[src/rtl/memory_arbiter.sv]
// memory_arbiter: shares one RAM port between fetch and data streams, data first; MEMORY_ARBITER_FAIR_EN adds a fetch-starvation bound
module memory_arbiter #(
    parameter int ADDR_W      = 32,
    parameter int DATA_W      = 32,
    parameter int MAX_DSTREAK = 4
) (
    input  logic              CLK,
    input  logic              RST,
    input  logic              iREN,
    input  logic [ADDR_W-1:0] iaddr,
    input  logic              dREN,
    input  logic              dWEN,
    input  logic [ADDR_W-1:0] daddr,
    input  logic [DATA_W-1:0] dstore,
    output logic              ihit,
    output logic [DATA_W-1:0] iload,
    output logic              dhit,
    output logic [DATA_W-1:0] dload,
    output logic              ram_ren,
    output logic              ram_wen,
    output logic [ADDR_W-1:0] ram_addr,
    output logic [DATA_W-1:0] ram_store,
    input  logic [DATA_W-1:0] ram_load,
    input  logic              ram_ready
);
    typedef enum logic [1:0] {IDLE, IGRANT, DGRANT} state_t;
    state_t r_state;
    logic   w_dreq, w_igrant, w_dgrant, w_force;
    assign w_dreq    = dREN | dWEN;
    assign w_igrant  = r_state == IGRANT && iREN;
    assign w_dgrant  = r_state == DGRANT && w_dreq;
    assign ihit      = w_igrant && ram_ready;
    assign dhit      = w_dgrant && ram_ready;
    assign iload     = ihit ? ram_load : '0;
    assign dload     = dhit ? ram_load : '0;
    assign ram_ren   = w_igrant || (r_state == DGRANT && dREN);
    assign ram_wen   = r_state == DGRANT && dWEN;
    assign ram_addr  = r_state == IGRANT ? iaddr : r_state == DGRANT ? daddr : '0;
    assign ram_store = r_state == DGRANT ? dstore : '0;
`ifdef MEMORY_ARBITER_FAIR_EN
    logic [3:0] r_dstreak;
    assign w_force = iREN && r_dstreak >= 4'(MAX_DSTREAK);
    // consecutive data completions, saturating; any fetch completion clears it
    always_ff @(posedge CLK)
        if (RST) r_dstreak <= '0;
        else if (ihit) r_dstreak <= '0;
        else if (dhit && r_dstreak != 4'd15) r_dstreak <= r_dstreak + 4'd1;
`else
    assign w_force = 1'b0;
`endif
    // grant from IDLE, release on completion or on a withdrawn request
    always_ff @(posedge CLK)
        if (RST) r_state <= IDLE;
        else
            case (r_state)
                IDLE:    r_state <= (w_dreq && !w_force) ? DGRANT : iREN ? IGRANT : IDLE;
                IGRANT:  if (!iREN || ram_ready) r_state <= IDLE;
                DGRANT:  if (!w_dreq || ram_ready) r_state <= IDLE;
                default: r_state <= IDLE;
            endcase
endmodule

[config.mk]
export PLATFORM = sky130hd
export DESIGN_NAME = memory_arbiter
export DESIGN_NICKNAME = d
export VERILOG_FILES = /design/src/rtl/memory_arbiter.sv
export SDC_FILE = /design/constraint.sdc
export NUM_CORES = 1
export LEC_CHECK = 0
export CORE_AREA = 5 5 99 101
export CTS_CLUSTER_DIAMETER = 50
export DETAILED_ROUTE_END_ITERATION = 10
export DIE_AREA = 0 0 104 106
export PLACE_DENSITY = 0.76
export SYNTH_ARGS = -nofsm -noshare
export SYNTH_HDL_FRONTEND = slang
export SYNTH_SLANG_ARGS = --single-unit
[constraint.sdc]
create_clock -name CLK -period 1.7 [get_ports CLK]
set_clock_uncertainty 0.1 [all_clocks]
set_input_delay 0.34 -clock CLK [delete_from_list [all_inputs] [get_ports CLK]]
set_output_delay 0.34 -clock CLK [all_outputs]
set_load 0.05 [all_outputs]
# ---- After elaboration in Yosys (flattened, before gate mapping)
# Cells that the tools add are included.
dict set report totals {
  ff_bits 2
  latchBits 0
  ramBits 0
  rom_bits 0
  inputBits 134
  output_inout_bits 132
  elab_cells 29
  mem_count 0
}
dict set report classes {
  n_addsub 0
  n_mul 0
  n_div 0
  n_lt_le_gt_ge 0
  n_eq_ne 4
  shifts 0
  n_mux 10
  n_bitwise 1
  n_reduce_logical 13
}
# cell n
set ops {}
lappend ops {{$mux 32} 5}
lappend ops {{$logic_and 1x1->1} 6}
lappend ops {{$mux 2} 3}
lappend ops {{$pmux 2 s3} 1}
lappend ops {{$ne 2x1->1 const B} 2}
lappend ops {{$logic_or 1x1->1} 3}
lappend ops {{$eq 2x1->1 const B} 1}
lappend ops {{$eq 2x2->1 const B} 1}
lappend ops {{$logic_not 1->1} 2}
lappend ops {{$logic_not 2->1} 1}
lappend ops {{$reduce_and 2->1} 1}
lappend ops {{$mux 1} 1}
lappend ops {{$or 1x1->1} 1}

# ---- Logic depth before layout (Yosys ltp)
dict set report logic_depth {
  ltp_word 5
  mapped_depth 4
  depth_no_buf 2
}

# ---- Least setup slack after synthesis
# OpenSTA, ideal clock, no wires.
dict set report synth_timing {
  path_kind {register -> output}
  from {reg r_state[0]}
  to {out dload[0]}
  t_arrival_ns 1.719
  required_ns 1.260
  path_slack_ns -0.459
  stages_incl_launch_ff 4
  cell_sequence {dfxtp_1 nand2b_1 buf_2 nor3_1}
}
dict set report synth_between {
  elab_chain_cells 4
}
# element line
set synth_rtl {}
lappend synth_rtl {{start: declaration} 27} ;# state_t r_state;
lappend synth_rtl {{start signal: assignment} 56} ;# IDLE: r_state <= (w_dreq && !w_force) ? DGRANT : iREN ? IGRANT : IDLE;
lappend synth_rtl {{$eq 2x2->1} 31} ;# assign w_dgrant = r_state == DGRANT && w_dreq;
lappend synth_rtl {{$logic_and 1x1->1} 31}
lappend synth_rtl {{$logic_and 1x1->1} 33} ;# assign dhit = w_dgrant && ram_ready;
lappend synth_rtl {{$mux 32} 35} ;# assign dload = dhit ? ram_load : '0;
lappend synth_rtl {{end: declaration} 18} ;# output logic [DATA_W-1:0] dload,
# No other way between the ends.

# ---- Worst setup path after layout
dict set report layout_timing {
  from {reg r_state[1]}
  to {out ram_addr[8]}
}
dict set report layout_between {
  elab_chain_cells 3
  word_cells_on_any_way 4
  cone_classes {eq/ne: 2; mux: 2}
}
# element line
set layout_rtl {}
lappend layout_rtl {{$eq 2x2->1} 38} ;# assign ram_addr = r_state == IGRANT ? iaddr : r_state == DGRANT ? daddr : '0;
lappend layout_rtl {{$mux 32} 38}
lappend layout_rtl {{$mux 32 *} 38}
lappend layout_rtl {{end: declaration} 21} ;# output logic [ADDR_W-1:0] ram_addr,
# Every way passes the cells marked *; elsewhere a longest branch is shown, timed or not.

==> metrics <==
run status=finished, violations left; violations in the final reports=setup timing; number of clock buffers inserted by TritonCTS=3; cell area after layout=0.00652 mm^2; number of library cell types mapped by synthesis=18; remaining routing DRC violations=0; Worst-Margin Slew=0.332 ns; Worst R2R Start=r_state[0]$_SDFFE_PP0P_; Slew Viols, Final=0; total count of hold-check failures in the final report=0; net count of the finished layout=625; worst-case setup slack after placement=-0.351 ns; diode insertion count for antenna repair=0; unrepaired setup endpoints after global routing=yes; fraction of final layout cells sized beyond drive strength 1=63.8%; category of the critical setup timing path=flip-flop to primary output; most frequent standard cell in the layout excluding fill and tap cells=sky130_fd_sc_hd__clkdlybuf4s50_1; half-perimeter wire length of the detailed placement result=8460 um; final antenna-violating net count=0; biggest registers after layout=r_state: 2 flops; register ranked first by flip-flop count=r_state; number of warnings issued by yosys=0; synth-to-layout area growth=358%; count of standard-cell rows=35; global router's overall resource usage=18.5%; I/O pin total=266; Leak Pwr=2.89 nW; Clock Pin Slew Worst Setup and Hold Paths=0.03 ns; data required time at the worst endpoint=1.26 ns; Post-Route WL=12500 um; sequential cell area fraction in the yosys report=2.81%; standard cell area after detailed placement=0.00525 mm^2; H-Tree Depth=1; First DRT Iteration DRCs=75; endpoint arrival time on the critical path=1.53 ns; initial antenna violation count=0; clock tree from TritonCTS=yes; RD Place Congestion=0.834; Worst Reg2Reg Path Length in Cells=5; relative max-transition margin=77.3%; gate count of the mapped netlist=198; maximum fanout along the worst path=8; total standard cell area after synthesis=0.00142 mm^2; cell depth of the worst min-delay path=2; first-pass GRT wire length=16400 um; Worst Hold Class=primary input to flip-flop; Setup crit start=r_state[1]$_SDFFE_PP0P_; final period demand of the worst path=1.97 ns; core footprint=0.00893 mm^2; number of input and output port buffers inserted=265; Hold Startpoint=ram_ready; Total Power=2.26 mW; period utilisation layout=116%; first-pass detailed-route iteration total=4; Via Count=2705; minimum hold slack=0.270 ns; commonest cells after routing, fill and taps aside=129 x sky130_fd_sc_hd__clkdlybuf4s50_1, 115 x sky130_fd_sc_hd__buf_12, 64 x sky130_fd_sc_hd__and2_4; type of element launching the critical path=flip-flop; power per cell area=347 mW/mm^2; clock latency of the later-clocked register in the worst-skew pair=0.22 ns; ratio of routed vias to standard cells=4.51; vias in the first global route=2881; register bit count reported by yosys=2; fin worst setup slack=-0.274 ns; post-detailed-route wirelength per cell=20.8 um; vertical die dimension=106 um; type of element capturing the critical path=primary output; number of nets in the synthesized netlist=332; f_max=507 MHz; Total Die Area=0.0110 mm^2; mean instance size in the synthesized netlist=7.19 um^2; total clock sinks=2; pin count of the biggest net entering global routing=66; flip-flop count of the largest register, all copies and words added=2; maximum VDD drop=0.349 mV; number of max-cap violations=0; Initial Util=15.9%; Overflow after GRT=0; width of the chip=104 um; CTS root buf=sky130_fd_sc_hd__clkbuf_8; maximum count of clock buffers along a single path=2; setup-violating endpoint count in the final report=132
## path summary, 6_finish.rpt
path | to | slack [ns]
setup / recovery | ram_addr[8] | -0.27
hold / removal | r_state[1]$_SDFFE_PP0P_ | 0.27
setup reg to reg | r_state[0]$_SDFFE_PP0P_ | 0.48
hold reg to reg | r_state[1]$_SDFFE_PP0P_ | 0.55
## metrics by stage
stage | utilization, % | setup TNS (ns) | cells
after CTS | 67.4 | -27.80 | 591
after global placement | 58.8 | -20.17 | 569
after detailed placement | 58.8 | -21.39 | 569
after floorplan | - | -5.55 | 198
after global routing | 72.9 | -28.86 | 600
final | 72.9 | -24.70 | 600
## what timing repair did
| item | in CTS | in global routing |
|---|---|---|
| gates resized for setup | 118 | 75 |
| endpoints found under the setup margin | 132 | 132 |
| cloned | 8 | 9 |
| hold buffers | 0 | 0 |
| pin swaps | 43 | 46 |
| setup buffers | 11 | 3 |
## kinds of logic after synthesis
group / count (synthesis) / synth area share (%)
compound gates: 36 / 22.0
flops: 2 / 2.81
buf+inv: 54 / 21.1
simple gates: 106 / 54.1
## Yosys cell counts
cell | n | share of area [%]
sky130_fd_sc_hd__buf_6 | 9 | 7.1
sky130_fd_sc_hd__nand2b_1 | 1 | 0.44
sky130_fd_sc_hd__nor3_1 | 4 | 1.4
sky130_fd_sc_hd__nor2_1 | 2 | 0.53
sky130_fd_sc_hd__and2_1 | 65 | 29
sky130_fd_sc_hd__a22o_1 | 33 | 20
sky130_fd_sc_hd__nor3_2 | 29 | 20
sky130_fd_sc_hd__inv_1 | 33 | 8.7
sky130_fd_sc_hd__and4b_2 | 1 | 0.79
sky130_fd_sc_hd__buf_4 | 6 | 3.2
sky130_fd_sc_hd__nor2b_2 | 1 | 0.62
sky130_fd_sc_hd__a2111oi_0 | 1 | 0.62
sky130_fd_sc_hd__buf_2 | 6 | 2.1
sky130_fd_sc_hd__and2b_1 | 1 | 0.53
sky130_fd_sc_hd__dfxtp_1 | 2 | 2.8
sky130_fd_sc_hd__o211a_1 | 1 | 0.70
sky130_fd_sc_hd__o21ai_1 | 1 | 0.35
sky130_fd_sc_hd__nor2b_1 | 2 | 0.88
## routing by layer
metal / part of all wire, % / GRT usage, % / up-vias
met5: 0 / 0 / -
met4: 0.71 / 3.05 / 0
met3: 6.8 / 4.31 / 9
met2: 59 / 38.6 / 139
met1: 33 / 18.3 / 1310
li1: - / - / 1247
## worst max-delay path, stage by stage, from the launching register on
cell,delay (ns)
sky130_fd_sc_hd__dfxtp_4,0.33
sky130_fd_sc_hd__buf_6,0.12
sky130_fd_sc_hd__nor2b_4,0.14
sky130_fd_sc_hd__buf_12,0.14
sky130_fd_sc_hd__clkbuf_16,0.17
sky130_fd_sc_hd__a22o_4,0.26
sky130_fd_sc_hd__buf_12,0.15
## layout make-up
type / count / area [um^2]
Clock buffer: 3 / 41.3
Fill cell: 573 / 2420
Inverter: 33 / 124
Multi-Input combinational cell: 142 / 1720
Sequential cell: 2 / 47.5
Tap cell: 111 / 139
Timing Repair Buffer: 309 / 4450
## report_power, final
part	internal, mW	total [mW]	switching (mW)
Sequential	0.0487	0.0504	0.00170
Combinational	1.06	2.02	0.958
Clock	0.150	0.195	0.0444
Note: power is estimated with default switching activity, not from simulation.
